===== config.mk =====
export PLATFORM = sky130hd
export DESIGN_NAME = psum_mem_arbiter_flat
export DESIGN_NICKNAME = d
export VERILOG_FILES = /design/src/rtl/psum_mem_arbiter_if.sv /design/src/rtl/psum_mem_arbiter.sv /design/src/flat_wrapper.sv
export SDC_FILE = /design/constraint.sdc
export NUM_CORES = 1
export LEC_CHECK = 0
export BUFFER_PORTS_ARGS = -buffer_cell sky130_fd_sc_hd__buf_2
export CAP_MARGIN = 10
export CORE_AREA = 2 2 323 325
export CTS_CLUSTER_DIAMETER = 30
export CTS_CLUSTER_SIZE = 25
export DETAILED_ROUTE_END_ITERATION = 12
export DIE_AREA = 0 0 325 327
export SLEW_MARGIN = 20
export SYNTH_ARGS = -nofsm -noshare
export SYNTH_HDL_FRONTEND = slang
export SYNTH_SLANG_ARGS = --single-unit

===== constraint.sdc =====
create_clock -name clk -period 2.6 [get_ports clk]
set_input_delay 0.39 -clock clk [delete_from_list [all_inputs] [get_ports clk]]
set_output_delay 0.39 -clock clk [all_outputs]
set_load 0.05 [all_outputs]

===== src/rtl/psum_mem_arbiter_if.sv =====
// Bus bundle between the two core controllers, the pmem SRAM macro and the arbiter.
// master: the controller/SRAM side of the bundle; slave: the arbiter.
interface psum_mem_arbiter_if #(
  parameter int unsigned dw = 160,
  parameter int unsigned aw = 4,
  parameter int unsigned lw = 5
);
  // core0 request channel
  logic          req0;
  logic          wr0;
  logic [aw-1:0] addr0;
  logic [lw-1:0] len0;
  logic [dw-1:0] wdata0;
  logic          gnt0;
  logic          rvalid0;
  // core1 request channel
  logic          req1;
  logic          wr1;
  logic [aw-1:0] addr1;
  logic [lw-1:0] len1;
  logic [dw-1:0] wdata1;
  logic          gnt1;
  logic          rvalid1;
  // shared read data and SRAM pins
  logic [dw-1:0] rdata;
  logic          mem_cen;
  logic          mem_wen;
  logic [aw-1:0] mem_a;
  logic [dw-1:0] mem_d;
  logic [dw-1:0] mem_q;
  logic          busy;

  modport master (
    output req0, wr0, addr0, len0, wdata0,
    output req1, wr1, addr1, len1, wdata1,
    output mem_q,
    input  gnt0, rvalid0, gnt1, rvalid1, rdata,
    input  mem_cen, mem_wen, mem_a, mem_d, busy
  );

  modport slave (
    input  req0, wr0, addr0, len0, wdata0,
    input  req1, wr1, addr1, len1, wdata1,
    input  mem_q,
    output gnt0, rvalid0, gnt1, rvalid1, rdata,
    output mem_cen, mem_wen, mem_a, mem_d, busy
  );
endinterface


===== src/rtl/psum_mem_arbiter.sv =====
// Round-robin burst arbiter sharing the single-port psum SRAM between core0 and core1.
// A granted burst is atomic: it runs its latched length, then returns through IDLE.
module psum_mem_arbiter #(
  parameter int unsigned dw = 160,
  parameter int unsigned aw = 4,
  parameter int unsigned lw = 5
) (
  input logic                  clk,
  input logic                  reset,
  psum_mem_arbiter_if.slave    bus
);

  localparam int unsigned Depth = 2 ** aw;

  typedef logic [aw:0] len_t;
  typedef enum logic [1:0] {StIdle, StBurst0, StBurst1} state_e;

  state_e        state_q, state_d;
  logic          ptr_q, ptr_d;      // 0: core0 wins a tie, 1: core1 wins
  logic          arm_q;             // holds off arbitration for the first edge after reset
  len_t          cnt_q, cnt_d;
  len_t          len_q, len_d;
  logic [aw-1:0] addr_q, addr_d;
  logic          wr_q, wr_d;
  logic          rvalid0_q, rvalid0_d;
  logic          rvalid1_q, rvalid1_d;
  logic          grant0, grant1;
  logic          in_burst;

  // len = 0 means one beat; anything beyond the memory depth saturates at the depth.
  function automatic len_t eff_len(input logic [lw-1:0] len);
    int unsigned l;
    l = 32'(len);
    if (l == 0) begin
      l = 1;
    end else if (l > Depth) begin
      l = Depth;
    end
    return len_t'(l);
  endfunction

  // Arbitration in IDLE, beat counting in a burst, read-beat strobe for the next cycle.
  always_comb begin
    state_d   = state_q;
    ptr_d     = ptr_q;
    cnt_d     = cnt_q;
    len_d     = len_q;
    addr_d    = addr_q;
    wr_d      = wr_q;
    rvalid0_d = 1'b0;
    rvalid1_d = 1'b0;
    grant0    = 1'b0;
    grant1    = 1'b0;
    unique case (state_q)
      StIdle: begin
        if (arm_q) begin
          grant0 = bus.req0 && (!bus.req1 || !ptr_q);
          grant1 = bus.req1 && (!bus.req0 || ptr_q);
          // The pointer only moves when both sides contend.
          if (bus.req0 && bus.req1) begin
            ptr_d = grant0;
          end
          if (grant0) begin
            state_d = StBurst0;
            wr_d    = bus.wr0;
            addr_d  = bus.addr0;
            len_d   = eff_len(bus.len0);
            cnt_d   = '0;
          end else if (grant1) begin
            state_d = StBurst1;
            wr_d    = bus.wr1;
            addr_d  = bus.addr1;
            len_d   = eff_len(bus.len1);
            cnt_d   = '0;
          end
        end
      end
      StBurst0, StBurst1: begin
        rvalid0_d = (state_q == StBurst0) && !wr_q;
        rvalid1_d = (state_q == StBurst1) && !wr_q;
        cnt_d     = cnt_q + len_t'(1);
        if (cnt_q == len_q - len_t'(1)) begin
          state_d = StIdle;
          cnt_d   = '0;
        end
      end
      default: state_d = StIdle;
    endcase
  end

  // State, pointer, latched burst parameters and read strobes.
  always_ff @(posedge clk or negedge reset) begin
    if (!reset) begin
      state_q   <= StIdle;
      ptr_q     <= 1'b0;
      arm_q     <= 1'b0;
      cnt_q     <= '0;
      len_q     <= '0;
      addr_q    <= '0;
      wr_q      <= 1'b0;
      rvalid0_q <= 1'b0;
      rvalid1_q <= 1'b0;
    end else begin
      state_q   <= state_d;
      ptr_q     <= ptr_d;
      arm_q     <= 1'b1;
      cnt_q     <= cnt_d;
      len_q     <= len_d;
      addr_q    <= addr_d;
      wr_q      <= wr_d;
      rvalid0_q <= rvalid0_d;
      rvalid1_q <= rvalid1_d;
    end
  end

  assign in_burst = (state_q != StIdle);

  // SRAM pins and grant outputs decode directly from the burst state.
  assign bus.gnt0    = (state_q == StBurst0);
  assign bus.gnt1    = (state_q == StBurst1);
  assign bus.busy    = in_burst;
  assign bus.mem_cen = !in_burst;
  assign bus.mem_wen = !(in_burst && wr_q);
  // Address wraps silently through the aw-bit add.
  assign bus.mem_a   = in_burst ? (addr_q + cnt_q[aw-1:0]) : '0;
  assign bus.mem_d   = (state_q == StBurst1) ? bus.wdata1 : bus.wdata0;
  assign bus.rdata   = bus.mem_q;
  assign bus.rvalid0 = rvalid0_q;
  assign bus.rvalid1 = rvalid1_q;

endmodule


===== src/flat_wrapper.sv =====
// flat-port wrapper written by rule: the top's interface ports become plain ports
module psum_mem_arbiter_flat 
#(
  parameter int unsigned dw = 160,
  parameter int unsigned aw = 4,
  parameter int unsigned lw = 5
)
  (clk, reset, bus_req0, bus_wr0, bus_addr0, bus_len0, bus_wdata0, bus_req1, bus_wr1, bus_addr1, bus_len1, bus_wdata1, bus_mem_q, bus_gnt0, bus_rvalid0, bus_gnt1, bus_rvalid1, bus_rdata, bus_mem_cen, bus_mem_wen, bus_mem_a, bus_mem_d, bus_busy);
  psum_mem_arbiter_if #(.dw(dw), .aw(aw), .lw(lw)) bus_i ();
  input logic clk;
  input logic reset;
  input wire logic [$bits(bus_i.req0)-1:0] bus_req0;
  input wire logic [$bits(bus_i.wr0)-1:0] bus_wr0;
  input wire logic [$bits(bus_i.addr0)-1:0] bus_addr0;
  input wire logic [$bits(bus_i.len0)-1:0] bus_len0;
  input wire logic [$bits(bus_i.wdata0)-1:0] bus_wdata0;
  input wire logic [$bits(bus_i.req1)-1:0] bus_req1;
  input wire logic [$bits(bus_i.wr1)-1:0] bus_wr1;
  input wire logic [$bits(bus_i.addr1)-1:0] bus_addr1;
  input wire logic [$bits(bus_i.len1)-1:0] bus_len1;
  input wire logic [$bits(bus_i.wdata1)-1:0] bus_wdata1;
  input wire logic [$bits(bus_i.mem_q)-1:0] bus_mem_q;
  output wire logic [$bits(bus_i.gnt0)-1:0] bus_gnt0;
  output wire logic [$bits(bus_i.rvalid0)-1:0] bus_rvalid0;
  output wire logic [$bits(bus_i.gnt1)-1:0] bus_gnt1;
  output wire logic [$bits(bus_i.rvalid1)-1:0] bus_rvalid1;
  output wire logic [$bits(bus_i.rdata)-1:0] bus_rdata;
  output wire logic [$bits(bus_i.mem_cen)-1:0] bus_mem_cen;
  output wire logic [$bits(bus_i.mem_wen)-1:0] bus_mem_wen;
  output wire logic [$bits(bus_i.mem_a)-1:0] bus_mem_a;
  output wire logic [$bits(bus_i.mem_d)-1:0] bus_mem_d;
  output wire logic [$bits(bus_i.busy)-1:0] bus_busy;
  assign bus_i.req0 = bus_req0;
  assign bus_i.wr0 = bus_wr0;
  assign bus_i.addr0 = bus_addr0;
  assign bus_i.len0 = bus_len0;
  assign bus_i.wdata0 = bus_wdata0;
  assign bus_i.req1 = bus_req1;
  assign bus_i.wr1 = bus_wr1;
  assign bus_i.addr1 = bus_addr1;
  assign bus_i.len1 = bus_len1;
  assign bus_i.wdata1 = bus_wdata1;
  assign bus_i.mem_q = bus_mem_q;
  assign bus_gnt0 = bus_i.gnt0;
  assign bus_rvalid0 = bus_i.rvalid0;
  assign bus_gnt1 = bus_i.gnt1;
  assign bus_rvalid1 = bus_i.rvalid1;
  assign bus_rdata = bus_i.rdata;
  assign bus_mem_cen = bus_i.mem_cen;
  assign bus_mem_wen = bus_i.mem_wen;
  assign bus_mem_a = bus_i.mem_a;
  assign bus_mem_d = bus_i.mem_d;
  assign bus_busy = bus_i.busy;
  psum_mem_arbiter #(.dw(dw), .aw(aw), .lw(lw)) u_core (.clk(clk), .reset(reset), .bus(bus_i));
endmodule

==> results of run 1 <==
[placed cells by master, fill, tap and decap left out, types with 2 or more instances in the layout]
| cell type | Yosys | layout |
|---|---|---|
| mux2_4 | 0 | 6 |
| nor2_1 | 5 | 4 |
| nand2_1 | 14 | 14 |
| a21oi_1 | 6 | 6 |
| mux2_2 | 160 | 154 |
| buf_2 | 12 | 512 |
| xnor2_1 | 6 | 6 |
| diode_2 | 0 | 13 |
| a21o_1 | 3 | 3 |
| o21ai_0 | 14 | 14 |
| xor2_1 | 4 | 4 |
| buf_12 | 0 | 3 |
| ha_1 | 9 | 8 |
| dfrtp_1 | 21 | 21 |
| nor2b_1 | 2 | 2 |
| inv_1 | 10 | 10 |
| clkbuf_16 | 0 | 4 |
| nand3_1 | 4 | 4 |
| buf_4 | 160 | 9 |
| mux2i_1 | 5 | 5 |
| nor3_1 | 5 | 5 |
| a22oi_1 | 2 | 2 |
| o2bb2ai_1 | 2 | 2 |
[area by class of cell]
cell class	instances	share of cell area, %
flip-flops and latches	21	6.79
diodes	13	0.421
multi-input cells	261	33.3
inverters	10	0.485
clock buffers	4	1.02
well taps	1380	22.3
repair buffers	528	35.7
[power groups by stage]
stage               Sequential (mW)  Combinational, mW  Clock [mW]
floorplan                     0.555               4.95           0
global placement              0.594               6.42           0
detailed placement            0.599               6.44           0
CTS                           0.594               6.50       0.337
global route                  0.613               6.81       0.352
finish                        0.593               6.46       0.332
[logic make-up (layout without fill, tap and decap cells)]
group	count (synthesis)	in the layout	synth area share, %
buf+inv	194	542	30.5
mux	165	165	42.0
simple gates	39	39	4.49
compound gates	36	36	5.96
flops	21	21	11.9
fa+ha+maj	10	10	3.01
xor+xnor	10	10	1.99
other cells	1	14	0.0851
[layer usage]
metal | up-vias | global-route usage (%) | routed length, µm
met3 | 211 | 5.03 | 8400
met4 | 14 | 2.49 | 2230
met5 | - | 0 | 81
li1 | 2195 | - | -
met2 | 703 | 16.9 | 26000
met1 | 2423 | 15.6 | 28300
[registers in the layout, indices dropped and copies added, names as in the netlist]
name / cells
u_core.arm_q: 1
u_core.cnt_q: 5
u_core.ptr_q: 1
u_core.bus.rvalid1: 1
u_core.wr_q: 1
u_core.len_q: 5
u_core.state_q: 2
u_core.bus.rvalid0: 1
u_core.addr_q: 4
[repair_timing]
action,in CTS,in global routing
setup buffers,0,1
gates resized for setup,7,5
pin swaps,0,2
setup endpoints to repair,10,25
cloned,0,1
hold buffers,0,0
[worst max-delay path, stage by stage (launching register included)]
cell	delay, ps
dfrtp_1	460
ha_1	210
inv_1	60
fa_1	420
xor2_1	170
nor2_2	300
buf_4	270
[worst min path at each step]
stage                              end  slack, ps  depth (start not counted)
floorplan             u_core.addr_q[0]         90                          0
global placement      u_core.addr_q[2]        380                          1
detailed placement    u_core.addr_q[2]        380                          1
CTS                        u_core.wr_q        110                          1
global route        u_core.bus.rvalid0        130                          1
finish                u_core.addr_q[2]         90                          1
[synthesized netlist by cell type (all sizes together) (2+ instances only)]
master / count / area, µm²
mux2: 160 / 1800
buf: 172 / 1260
nand3: 4 / 20.0
o21ai: 14 / 70.1
o311ai: 2 / 42.6
nor2: 5 / 18.8
a22oi: 3 / 27.5
a21o: 3 / 22.5
nor3: 5 / 25.0
nand2: 15 / 58.8
ha: 9 / 113
xnor2: 6 / 52.6
mux2i: 5 / 50.1
a21oi: 7 / 38.8
dfrtp: 21 / 526
clkbuf: 12 / 46.3
inv: 10 / 37.5
xor2: 4 / 35.0
o2bb2ai: 2 / 17.5
nor2b: 2 / 12.5
[per-stage QoR]
stage	cells	worst slack, ps	cell area (µm²)
after CTS	2202	-10.1	7660
after global routing	2208	-7.93	7710
after floorplan	476	59.2	4410
after global placement	2198	202	7550
final	2217	44.4	7740
after detailed placement	2198	167	7550
==> results_dict.tcl, run 1 <==
set metrics [dict create \
    finalHoldViolations 0 \
    swShare_pct 65.7 \
    synth_edf_count 0 \
    rsz0062_at_grt "yes" \
    wl_per_cell_um 29.4 \
    cts.sinks 21 \
    hpwl_um 61200 \
    p_clk_share_pct 4.5 \
    finalPower_mw 7.39 \
    fillers 12155 \
    min_period_ps 2560 \
    ys_async_sr_fraction_pct 100 \
    arrival_ps 2170 \
    clock.fmax_ghz 0.391 \
    slew_viol_final 0 \
    yosysWarnings 0 \
    die_w_um 325 \
    switchingPower_mw 4.85 \
    synth-seq-cells 21 \
    syn_avg_cell_area_um2 9.26 \
    power.density_mw_per_mm2 955 \
    antenna_found_initial 144 \
    syn2layout_area_growth_pct 75.6 \
    clock_latency_ps 260 \
    fin_util_pct 7.52 \
    period_share_pct 98.3 \
    numCtsBuffers 3 \
    p_leak_nw 3.37 \
    multi_input_area_mm2 0.00257 \
    overflow 0 \
    synth_area_mm2 0.00441 \
    tns_ps 0 \
    r2r_cells 6 \
    seqPwrFrac_pct 8.0 \
    drive_gt1_share_pct 85.0 \
    nNetsFinal 1339 \
    hold_path_class "in2async" \
    routabilityCongestion 0.817 \
    drtIter0Drc 255 \
    r2r-end "u_core.len_q[1]" \
    synth_cells 476 \
    cts_buffer_depth 2 \
    setup_violations 0 \
    finClkSkew_ps 1.59 \
    slew_headroom_pct 64.1 \
    crit_type "reg2out" \
    critical_path.startpoint "u_core.cnt_q[0]" \
    htree_levels 1 \
    start_kind "flop" \
    drc 0 \
    wirelength_um 65100 \
    synth_ff_type "dfrtp_1" \
    required_ps 2210 \
    core_area_mm2 0.103 \
    io_buffer_count 514 \
    path_max_fanout 6 \
    ys_seq_area_share_pct 11.9 \
    initial_utilization_pct 4.28 \
    die-area_mm2 0.106 \
    grt_max_degree 61 \
    num_rows 118 \
    status "finished, final reports clean" \
    first_pass_iters 4 \
    track_usage_pct 11.5 \
    endpoint "bus_mem_a[2]" \
    ant_nets 0 \
    ff_latch_area_um2 526 \
    synth_fp_nets 990 \
    pwr-share-comb_pct 87.5 \
    cts.clk_slew.worst_paths_ps 60 \
    die_y_um 327 \
    root_buffer "clkbuf_16" \
    r2r_slack_ps 680 \
    io_pins 835 \
    max_slew.worst_pin.slew_ps 539 \
    r2r_start "u_core.state_q[0]" \
    hold_slack_ps 93.7 \
    ys_types 41 \
    cts_tree "built" \
    vias_per_cell 2.50 \
    grt_pass1_wl_um 74100 \
    grt_pass1_vias 5198 \
    vdd_ir_drop_max_mv 0.463 \
    cap_viol_max_count 0 \
    num_vias 5546 \
    endpoint_kind "primary output" \
    internal-power_mw 2.53 \
]
Power figures use the tool's default switching activity.
==> inputs of run 2 (changes only) <==
CTS_BUF_LIST = sky130_fd_sc_hd__clkbuf_8   (was unset)
SKIP_LAST_GASP = 1   (was unset)
==> results_dict.tcl, run 2 (synthesized netlist as in run 1, its figures left out) <==
set metrics [dict create \
    hpwl_um 61200 \
    first_pass_iters 4 \
    power.density_mw_per_mm2 943 \
    status "finished, final reports clean" \
    ctsHoldBuffers 0 \
    antenna_found_initial 142 \
    ant_nets 0 \
    cts_buffer_depth 2 \
    endpoint_kind "primary output" \
    die_y_um 327 \
    vias_per_cell 2.52 \
    initial_utilization_pct 4.28 \
    nNetsFinal 1349 \
    fillers 12158 \
    cp_cell_sequence "inv_1 -> ha_4 -> buf_12 -> buf_12 -> mux2_2 -> clkbuf_4" \
    io_buffer_count 514 \
    dp_slack_ps 167 \
    grt_pass1_vias 5199 \
    root_buffer "clkbuf_8" \
    syn2layout_area_growth_pct 76.6 \
    drc 0 \
    rsz0062_at_grt "yes" \
    vdd_ir_drop_max_mv 0.481 \
    drive_gt1_share_pct 85.1 \
    fin_ws_ps 52.0 \
    dp.cells 2198 \
    cp_common_cell "buf_12" \
    clock_latency_ps 260 \
    r2r_start "u_core.state_q[0]" \
    overflow 0 \
    io_pins 835 \
    layout_commonest_cell "buf_2" \
    finClkSkew_ps 0.799 \
    min_period_ps 2550 \
    ff_latch_area_um2 526 \
    r2r_slack_ps 680 \
    wl_per_cell_um 29.2 \
    start_kind "flop" \
    drtIter0Drc 226 \
    num_vias 5602 \
    setup_violations 0 \
    htree_levels 1 \
    numCtsBuffers 3 \
    instances_no_fill 2227 \
    crit_slowest_cell "dfrtp_1" \
    clock.fmax_ghz 0.392 \
    slew_viol_final 0 \
    num_rows 118 \
    hold_slack_ps 82.9 \
    arrival_ps 2160 \
    hold_path_class "in2async" \
    final_cell_mix "buf_2 (512), mux2_2 (155), dfrtp_1 (21)" \
    critical_path.startpoint "u_core.state_q[0]" \
    critPathMaxStageDelay_ps 420 \
    die-area_mm2 0.106 \
    cts.sinks 21 \
    period_share_pct 98.0 \
    fin_util_pct 7.56 \
    core_area_mm2 0.103 \
    grt_max_degree 61 \
    multi_input_area_mm2 0.00257 \
    finalHoldViolations 0 \
    reg_top3 "u_core.cnt_q x5, u_core.len_q x5, u_core.addr_q x4" \
    p_leak_nw 3.41 \
    max_slew.worst_pin.slew_ps 528 \
    routabilityCongestion 0.817 \
    grt_pass1_wl_um 74000 \
    cts_tree "built" \
    slew_headroom_pct 64.8 \
    track_usage_pct 11.5 \
    die_w_um 325 \
    path_max_fanout 17 \
    cts.clk_slew.worst_paths_ps 80 \
    crit_type "reg2out" \
    cap_viol_max_count 0 \
    required_ps 2210 \
    wirelength_um 65000 \
]
-- run 2: cell count changes in the layout (fill, tap and decap cells not counted), sizes merged --
cell    previous run  this run
buf              526       536
clkbuf             6         5
inv               10        11
-- run 2: layout make-up --
type | count | area share [%]
repair buffers | 538 | 36.5
multi-input cells | 261 | 33.0
well taps | 1380 | 22.2
flip-flops and latches | 21 | 6.75
clock buffers | 3 | 0.531
inverters | 10 | 0.482
diodes | 13 | 0.418
clock inverters | 1 | 0.0482
-- run 2: repair_timing --
item                                    4_1_cts  5_1_grt
resized for setup                             2       11
cloned                                        0        1
endpoints found under the setup margin       14       29
setup buffers                                 0       11
pin swaps                                     0        2
-- run 2: worst max-delay path: cells and delay by family (launching register included) --
kind,cells,cell delay (ps)
flops,1,420
fa+ha+maj,1,210
buf+inv,4,790
mux,1,420
-- run 2: power by group --
| part | switching [mW] | total, mW | internal [mW] |
|---|---|---|---|
| sequential | 0.146 | 0.589 | 0.443 |
| clock | 0.108 | 0.213 | 0.105 |
| combinational | 4.58 | 6.53 | 1.95 |
| total | 4.83 | 7.34 | 2.50 |
-- run 2: worst paths after layout --
check	cells after the start	end
setup / recovery	6	bus_mem_d[148]
hold / removal	1	u_core.bus.rvalid0
hold reg to reg	1	u_core.ptr_q
min in group clk	3	u_core.wr_q
max in group asynchronous	1	u_core.bus.rvalid1
setup reg to reg	6	u_core.len_q[1]
-- run 2: metrics by stage --
| step | power [mW] | TNS (ps) | area, µm² |
|---|---|---|---|
| 3_5_place_dp | 7.04 | 0 | 7550 |
| 3_3_place_gp | 7.01 | 0 | 7550 |
| 2_1_floorplan | 5.51 | 0 | 4410 |
| 6_report | 7.34 | 0 | 7780 |
| 4_1_cts | 7.29 | -164 | 7610 |
| 5_1_grt | 7.74 | -9.36 | 7760 |
-- run 2: metal layers --
layer / up-vias / wire (µm) / GRT usage [%]
li1: 2218 / - / -
met1: 2454 / 28300 / 15.6
met2: 695 / 26200 / 16.9
met3: 217 / 8210 / 4.94
met4: 18 / 2200 / 2.32
met5: - / 113 / 0
==> inputs of run 3 (changes only) <==
--- a/config.mk
+++ b/config.mk
@@ -7,5 +7,6 @@
 export LEC_CHECK = 0
+export ABC_AREA = 1
 export BUFFER_PORTS_ARGS = -buffer_cell sky130_fd_sc_hd__buf_2
 export CAP_MARGIN = 10
-export CORE_AREA = 2 2 323 325
+export CORE_AREA = 2 2 327 329
 export CTS_BUF_LIST = sky130_fd_sc_hd__clkbuf_8
@@ -14,3 +15,3 @@
 export DETAILED_ROUTE_END_ITERATION = 12
-export DIE_AREA = 0 0 325 327
+export DIE_AREA = 0 0 329 331
 export SKIP_LAST_GASP = 1
--- a/constraint.sdc
+++ b/constraint.sdc
@@ -3,2 +3,2 @@
 set_output_delay 0.39 -clock clk [all_outputs]
-set_load 0.05 [all_outputs]
+set_load 0.01 [all_outputs]
==> results_dict.tcl, run 3 <==
set metrics [dict create \
    numCtsBuffers 3 \
    synth_fp_nets 1371 \
    clock.fmax_ghz 0.405 \
    synth_top_area_share_pct 43.7 \
    num_rows 119 \
    htree_levels 1 \
    pwr-share-comb_pct 86.6 \
    synth_area_mm2 0.00451 \
    cts.sinks 21 \
    track_usage_pct 11.0 \
    synth_top_area_cell "nand2_1" \
    clock_latency_ps 270 \
    finalPower_mw 5.74 \
    multi_input_area_mm2 0.00255 \
    fin_ws_ps 129 \
    tns_ps 0 \
    cap_viol_max_count 0 \
    die_y_um 331 \
    drive_gt1_share_pct 46.6 \
    cts_tree "built" \
    num_vias 6929 \
    max_slew.worst_pin.slew_ps 506 \
    ant_nets 0 \
    slew_viol_final 0 \
    status "finished, final reports clean" \
    ys_seq_area_share_pct 11.7 \
    yosysWarnings 0 \
    path_max_fanout 44 \
    switchingPower_mw 3.51 \
    cts.clk_slew.worst_paths_ps 80 \
    cp_cell_sequence "inv_1 -> ha_4 -> buf_4 -> buf_12 -> nand2_1 -> nand2_1 -> buf_2" \
    cts_buffer_depth 2 \
    die_w_um 329 \
    ff_latch_area_um2 526 \
    crit_type "reg2out" \
    reg_top3 "u_core.cnt_q x5, u_core.len_q x5, u_core.addr_q x4" \
    first_pass_iters 5 \
    synth.most_common_cell "nand2_1" \
    synth_cells 857 \
    synth_ff_type "dfrtp_1" \
    ctsHoldBuffers 0 \
    syn2layout_area_growth_pct 76.1 \
    required_ps 2210 \
    hold_path_class "in2async" \
    io_buffer_count 514 \
    overflow 0 \
    initial_utilization_pct 4.30 \
    slew_headroom_pct 66.3 \
    fillers 12540 \
    vdd_ir_drop_max_mv 0.230 \
    setup_violations 0 \
    synth-seq-cells 21 \
    power.density_mw_per_mm2 722 \
    grt_pass1_vias 6543 \
    io_pins 835 \
    die-area_mm2 0.109 \
    root_buffer "clkbuf_8" \
    period_share_pct 95.0 \
    seqPwrFrac_pct 9.7 \
    routabilityCongestion 0.818 \
    syn_avg_cell_area_um2 5.26 \
    p_leak_nw 4.34 \
    antenna_found_initial 70 \
    p_clk_share_pct 3.8 \
    vias_per_cell 2.67 \
    ys_async_sr_fraction_pct 100 \
    cp_common_cell "nand2_1" \
    grt_max_degree 65 \
    arrival_ps 2080 \
    min_period_ps 2470 \
    finalHoldViolations 0 \
    synthTopCellsByCount "nand2_1 (525), buf_4 (161), inv_1 (23)" \
    drc 0 \
    finClkSkew_ps 4.80 \
    start_kind "flop" \
    layout_commonest_cell "nand2_1" \
    wirelength_um 64300 \
    swShare_pct 61.1 \
    rsz0062_at_grt "no" \
    nNetsFinal 1709 \
    ys_types 26 \
    core_area_mm2 0.105 \
    critPathMaxStageDelay_ps 430 \
    drtIter0Drc 333 \
    hpwl_um 58600 \
    synth_edf_count 0 \
    final_cell_mix "nand2_1 (518), buf_2 (503), inv_1 (24)" \
    endpoint_kind "primary output" \
    netlist_top_cells_area "nand2_1 (44%), buf_4 (27%), dfrtp_1 (12%)" \
    internal-power_mw 2.23 \
    grt_pass1_wl_um 75900 \
    crit_slowest_cell "dfrtp_1" \
    wl_per_cell_um 24.8 \
    dp_slack_ps -110 \
]
-- run 3: layout make-up --
| cell class | count | share of cell area [%] |
|---|---|---|
| repair buffers | 529 | 37.1 |
| multi-input cells | 612 | 32.1 |
| well taps | 1391 | 21.9 |
| flip-flops and latches | 21 | 6.62 |
| inverters | 28 | 1.48 |
| clock buffers | 3 | 0.520 |
| diodes | 7 | 0.221 |
| clock inverters | 1 | 0.0473 |
-- run 3: worst max-delay path: cells and delay by family (launching register included) --
| family | cells | cell delay, ps |
|---|---|---|
| buffers and inverters | 4 | 790 |
| and+or+nand+nor | 2 | 290 |
| DFF | 1 | 430 |
| adders and majority gates | 1 | 280 |
-- run 3: what timing repair did --
action                                  4_1_cts  5_1_grt
buffers inserted                              4        0
endpoints found under the setup margin       22        0
hold endpoints to repair                      0        0
gates resized for setup                      10        0
-- run 3: kinds of logic (layout without fill, tap and decap cells) --
logic type / after synthesis / count (layout) / share of synthesized area [%]
AOI/OAI and AO/OA: 29 / 29 / 3.47
adders and majority gates: 10 / 10 / 2.94
other: 1 / 8 / 0.0831
and+or+nand+nor: 568 / 568 / 48.5
xor gates and xnor gates: 4 / 4 / 0.777
buffers and inverters: 224 / 561 / 32.5
DFF: 21 / 21 / 11.7
-- run 3: worst paths after layout --
kind | cells past startpoint | slack (ps) | to | start
worst max register to register | 8 | 800 | u_core.addr_q[3] | u_core.state_q[0]
worst min-delay path | 1 | 80 | u_core.addr_q[1] | reset
worst max-delay path | 7 | 130 | bus_mem_d[60] | u_core.state_q[0]
worst min register to register | 2 | 520 | u_core.addr_q[0] | u_core.addr_q[0]
max in group asynchronous | 1 | 2170 | u_core.len_q[0] | reset
min in group clk | 3 | 380 | u_core.len_q[1] | bus_len0[1]
-- run 3: stage by stage --
stage / hold WS [ps] / util [%] / area (µm²) / cells
after floorplan: 94.4 / - / 4510 / 857
after global placement: 374 / 7.42 / 7790 / 2577
after detailed placement: 378 / 7.42 / 7790 / 2577
after CTS: 91.5 / 7.55 / 7930 / 2585
after global routing: 110 / 7.56 / 7930 / 2588
final: 84.9 / 7.57 / 7940 / 2592
-- run 3: routing by layer --
layer	track usage, %	share of wire (%)	vias to the layer above
met2	18.6	46	540
met5	0	0.12	-
li1	-	-	3093
met4	4.60	4.9	12
met3	4.07	9.7	249
met1	12.6	39	3035
-- run 3: power by group through the flow --
stage / combinational [mW] / clock, mW / sequential, mW
after global placement: 5.08 / 0 / 0.555
after global routing: 5.57 / 0.232 / 0.570
after CTS: 5.22 / 0.219 / 0.552
after detailed placement: 5.05 / 0 / 0.558
final: 4.97 / 0.217 / 0.555
after floorplan: 2.42 / 0 / 0.528
